==> config.mk <==
export PLATFORM = sky130hd
export DESIGN_NAME = ex_mem_stage
export DESIGN_NICKNAME = d
export VERILOG_FILES = /design/src/rtl/ex_mem_stage.sv
export SDC_FILE = /design/constraint.sdc
export NUM_CORES = 1
export LEC_CHECK = 0
export ABC_AREA = 1
export CORE_MARGIN = 2
export CORE_UTILIZATION = 32
export DETAILED_ROUTE_END_ITERATION = 12
export HOLD_SLACK_MARGIN = 0.03
export MAX_ROUTING_LAYER = met4
export PLACE_DENSITY_LB_ADDON = 0.2
export SKIP_LAST_GASP = 1
export SYNTH_ARGS = -nofsm -noshare
export SYNTH_HDL_FRONTEND = slang
export SYNTH_SLANG_ARGS = --single-unit
==> constraint.sdc <==
create_clock -name clk -period 1.2 [get_ports clk]
set_clock_uncertainty 0.05 [all_clocks]
set_input_delay 0.12 -clock clk [delete_from_list [all_inputs] [get_ports clk]]
set_output_delay 0.12 -clock clk [all_outputs]
set_load 0.1 [all_outputs]
==> src/rtl/ex_mem_stage.sv <==
// EX/MEM pipeline register: captures ALU result and control, holds NZCV, drives
// the EX/MEM forwarding path and counts instructions retired into MEM.
module ex_mem_stage #(
  parameter int unsigned WIDTH   = 64,
  parameter int unsigned REGADDR = 5,
  parameter int unsigned CNTW    = 32
) (
  input  logic               clk,
  input  logic               reset_n,
  input  logic               ex_valid,
  input  logic [WIDTH-1:0]   ex_result,
  input  logic               ex_carry,
  input  logic               ex_overflow,
  input  logic               ex_set_flags,
  input  logic [REGADDR-1:0] ex_rd,
  input  logic               ex_reg_write,
  input  logic               ex_mem_read,
  input  logic               ex_mem_write,
  input  logic [WIDTH-1:0]   ex_store_data,
  input  logic               stall,
  input  logic               flush,
  output logic               ex_zero,
  output logic               mem_valid,
  output logic [WIDTH-1:0]   mem_result,
  output logic [REGADDR-1:0] mem_rd,
  output logic               mem_reg_write,
  output logic               mem_mem_read,
  output logic               mem_mem_write,
  output logic [WIDTH-1:0]   mem_store_data,
  output logic               flag_n,
  output logic               flag_z,
  output logic               flag_c,
  output logic               flag_v,
  output logic               fwd_valid,
  output logic [REGADDR-1:0] fwd_rd,
  output logic [WIDTH-1:0]   fwd_data,
  output logic [CNTW-1:0]    instr_count
);

  localparam logic [REGADDR-1:0] XzrIdx = REGADDR'(31);

  logic               r_valid;
  logic [WIDTH-1:0]   r_result;
  logic [REGADDR-1:0] r_rd;
  logic               r_reg_write;
  logic               r_mem_read;
  logic               r_mem_write;
  logic [WIDTH-1:0]   r_store_data;
  logic               r_n, r_z, r_c, r_v;
  logic [CNTW-1:0]    r_count;

  logic w_zero;
  logic w_set_flags;

  assign w_zero      = (ex_result == '0);
  assign w_set_flags = ex_valid & ex_set_flags;

  always_ff @(posedge clk or negedge reset_n) begin
    if (!reset_n) begin
      r_valid      <= 1'b0;
      r_result     <= '0;
      r_rd         <= '0;
      r_reg_write  <= 1'b0;
      r_mem_read   <= 1'b0;
      r_mem_write  <= 1'b0;
      r_store_data <= '0;
      r_n          <= 1'b0;
      r_z          <= 1'b0;
      r_c          <= 1'b0;
      r_v          <= 1'b0;
      r_count      <= '0;
    end else if (flush) begin
      // Bubble: flags and counter are left untouched.
      r_valid      <= 1'b0;
      r_result     <= '0;
      r_rd         <= '0;
      r_reg_write  <= 1'b0;
      r_mem_read   <= 1'b0;
      r_mem_write  <= 1'b0;
      r_store_data <= '0;
    end else if (!stall) begin
      r_valid      <= ex_valid;
      r_result     <= ex_result;
      r_rd         <= ex_rd;
      r_reg_write  <= ex_valid & ex_reg_write & (ex_rd != XzrIdx);
      r_mem_read   <= ex_valid & ex_mem_read;
      r_mem_write  <= ex_valid & ex_mem_write;
      r_store_data <= ex_store_data;
      if (w_set_flags) begin
        r_n <= ex_result[WIDTH-1];
        r_z <= w_zero;
        r_c <= ex_carry;
        r_v <= ex_overflow;
      end
      if (ex_valid) begin
        r_count <= r_count + CNTW'(1);
      end
    end
  end

  assign ex_zero        = w_zero;
  assign mem_valid      = r_valid;
  assign mem_result     = r_result;
  assign mem_rd         = r_rd;
  assign mem_reg_write  = r_reg_write;
  assign mem_mem_read   = r_mem_read;
  assign mem_mem_write  = r_mem_write;
  assign mem_store_data = r_store_data;
  assign flag_n         = r_n;
  assign flag_z         = r_z;
  assign flag_c         = r_c;
  assign flag_v         = r_v;
  // Load data only exists after MEM, so loads are not a forwarding source here.
  assign fwd_valid      = r_valid & r_reg_write & ~r_mem_read;
  assign fwd_rd         = r_rd;
  assign fwd_data       = r_result;
  assign instr_count    = r_count;

endmodule

==> summary.txt <==
Timing
  – Post-route worst setup slack: -336 ps
  – Unrepaired setup endpoints after global routing: yes
  – Min cycle time layout: approximately 1500 ps
  – Period utilization: 1.28
  – Slew Limit Fails: 0
  – Slew @ Worst Pin: around 560 ps
  – Min Hold Slack: between 20 and 30 ps
  – Slew HR: 0.627
  – Setup Viol. Count Final: roughly 230
  – Max Freq: ~650 MHz
  – Final Hold Viols: 0

Logic synthesis
  – Mapped Area: slightly above 8000 sq um
  – Synth top area cells: dfrtp_1 53%, nand2_1 14%, nand3_1 10%, buf_4 6.7%, inv_1 2.5%
  – Syn Inst Count: 960
  – Most numerous cell in the Yosys netlist: nand2_1
  – Async SR Flop Fraction: 1.00
  – Synthesized flop and latch total: 173
  – Post-Syn Nets: approximately 1100
  – Post-synth EDFFs: 0
  – Area share of the leading cell type in the synthesized netlist: 0.534
  – Ys flop type: dfrtp_1
  – Synth cell types: 29
  – Sequential share of the synthesized area: 0.534
  – Syn_area_per_cell: between 8 and 9 sq um
  – Yosys top cell by area: dfrtp_1
  – Synth warn: 0
  – Post-synth top cells: 301 x nand2_1, 173 x dfrtp_1, 165 x nand3_1, 72 x buf_4, 55 x inv_1

Run
  – Max cap viols: 0

Route
  – Vias/cell: 4.75
  – 1st-pass router iterations: 5
  – Final ANT Viol Nets: 0
  – Detailed Route WL: approximately 33000 microns
  – DRC Markers: 0
  – Number of DRC markers in iteration 0: between 400 and 500
  – DR vias: 8542
  – Routed wire length per instance: 18.3 microns

Worst setup path
  – Worst setup path category: primary input to primary output
  – RR Startpoint: instr_count[1]
  – CP endpoint kind: primary output
  – CP max-delay cell: clkdlybuf4s50_1
  – FF-to-FF path depth: 6
  – R2R setup slack: -320 ps
  – CP Cell Sequence: clkdlybuf4s50_1 > inv_1 > nand3_2 > nor2_1 > nand2_1 > nor2_4 > and2_4 > buf_12
  – RR Endpoint: instr_count[18]
  – Worst setup SP type: primary input
  – Worst EP required: around 1000 ps
  – Slowest stage delay, CP: about 400 ps
  – Crit path DAT: 1370 ps
  – Worst-path fanout max: 2

Power and ir drop
  – Cell-internal power: between 10000 and 15000 uW
  – Sw Pwr: around 8700 uW
  – Switching share of power: 0.403
  – Logic pwr share: 0.408
  – Maximum vdd drop: ~1200 uV
  – Clock Power Share: 0.266
  – Pwr dens: ~1200 nW/um^2
  – Share of power burned in registers: 0.326
  – Overall Power: 21500 uW
  – Leak: 0.00796 uW

Placed design
  – Gpl congestion: 0.859
  – Input/output buffers: 387
  – Cells after DPL: 1666
  – Post-DP HPWL: ~23000 microns

Clocking
  – Clock transition at path regs: ~80 ps
  – Max Buffers Root-to-Sink: 2
  – CTS buffer count: 17
  – Clk_lat worst skew: between 400 and 500 ps
  – Clock root buffer: clkbuf_16
  – Max H-tree Level: 4
  – CTS tree: yes
  – CTS sink cnt: ~170

GRT
  – First-pass GRT wire length: roughly 51000 microns
  – Antenna violations before repair: 3
  – Number of global-route vias before repair: between 9000 and 10000
  – Largest net degree at the start of global routing: 64
  – Total Routing Usage GR: 0.254
  – Total gr overflow: 0

Floorplan
  – Core area: about 25000 sq um
  – Die height: between 150 and 200 microns
  – Initial Util: 0.324
  – Cell Rows: 58
  – Die X: ~160 microns
  – Io pins: between 300 and 400
  – Die area: between 20000 and 30000 sq um

Final layout
  – Share of cells above drive strength 1: 0.506
  – # nets final: 1598
  – Non-Filler Instances: ~1800
  – Area growth, synth to finish: 116%

Run status
  – Status: finished, violations left
  – Failing checks: setup timing

Min path
  – Worst Hold Class: primary input to asynchronous set/reset pin
-- flip-flops by register name, summed over array words and instances (netlist names) --
signal,flops
flag_v,1
mem_store_data,64
mem_mem_read,1
mem_mem_write,1
mem_reg_write,1
flag_z,1
instr_count,32
fwd_data,64
flag_c,1
mem_valid,1
flag_n,1
fwd_rd,5
-- worst max-delay path: cells and delay by family --
family	cells	cell delay (ps)
and+or+nand+nor	5	590
buffers and inverters	3	650
-- through the flow --
stage                     setup TNS, ps  setup WS (ps)   util  instance area, sq um
after floorplan                   -8320           -434      -                  8720
after global placement           -60410           -711  0.625                 15600
after detailed placement         -63400           -708  0.625                 15600
after CTS                        -29030           -316  0.689                 17200
after global routing             -36260           -406  0.701                 17500
final                            -25040           -336  0.701                 17500
-- power by group through the flow --
stage	Sequential [uW]	Combinational [uW]	Clock, uW
6_report	6990	8760	5720
3_5_place_dp	7100	8280	0
4_1_cts	7000	8670	5830
2_1_floorplan	9630	1950	0
5_1_grt	7050	9040	6100
3_3_place_gp	7090	8210	0
-- cell usage in the layout, fill, tap and decap left out, types with 17 or more instances in the layout --
| cell type | instances |
|---|---|
| nand2_1 | 282 |
| buf_12 | 257 |
| nand3_1 | 148 |
| buf_4 | 117 |
| dfrtp_4 | 99 |
| clkdlybuf4s50_1 | 87 |
| dfrtp_2 | 73 |
| dlygate4sd2_1 | 52 |
| buf_6 | 42 |
| inv_1 | 40 |
| dlygate4sd3_1 | 27 |
| o21ai_0 | 25 |
| nor2_1 | 23 |
| nor2_4 | 22 |
| nor2_2 | 21 |
| clkbuf_16 | 18 |
| nand2_2 | 17 |
-- final cells by class --
cell class | count | area (sq um)
clock inverters | 14 | 178
inverters | 59 | 229
clock buffers | 18 | 429
diodes | 3 | 7.51
flip-flops and latches | 173 | 4790
repair buffers | 588 | 8220
multi-input cells | 614 | 3270
fillers | 1744 | 7500
well taps | 330 | 413
-- worst max path at each step --
stage / from / endpoint / slack [ps] / cells past startpoint
2_1_floorplan: mem_mem_read / fwd_valid / -430 / 1
3_3_place_gp: ex_result[49] / ex_zero / -710 / 8
3_5_place_dp: ex_result[48] / ex_zero / -710 / 8
4_1_cts: mem_mem_read / fwd_valid / -320 / 2
5_1_grt: instr_count[1] / instr_count[28] / -410 / 8
6_report: ex_result[11] / ex_zero / -340 / 8
-- cell families (layout without fill, tap and decap cells) --
| family | count (synthesis) | after routing | share of synthesized area |
|---|---|---|---|
| flip-flops | 173 | 173 | 0.534 |
| AO/OA/AOI/OAI | 31 | 31 | 0.0207 |
| other | 0 | 3 | 0 |
| adder cells (fa/ha/maj) | 1 | 1 | 0.00154 |
| AND/OR/NAND/NOR | 563 | 563 | 0.307 |
| buffers and inverters | 173 | 679 | 0.117 |
| XOR/XNOR | 19 | 19 | 0.0205 |
-- per-layer routing --
layer	part of all wire	GRT usage	routed length (microns)	up-vias
li1	-	-	-	3972
met1	0.37	0.291	12300	4148
met2	0.51	0.425	17000	354
met3	0.080	0.0757	2640	68
met4	0.033	0.0865	1070	0
met5	0	-	0	-
-- timing repair --
| action | CTS | global route |
|---|---|---|
| pin swaps | 61 | 41 |
| gates cloned | 1 | 1 |
| hold buffers | 27 | 1 |
| setup endpoints to repair | 276 | 364 |
| resized for setup | 147 | 46 |
| endpoints found under the hold margin | 198 | 1 |
| setup buffers | 58 | 16 |
Power figures use the tool's default switching activity.
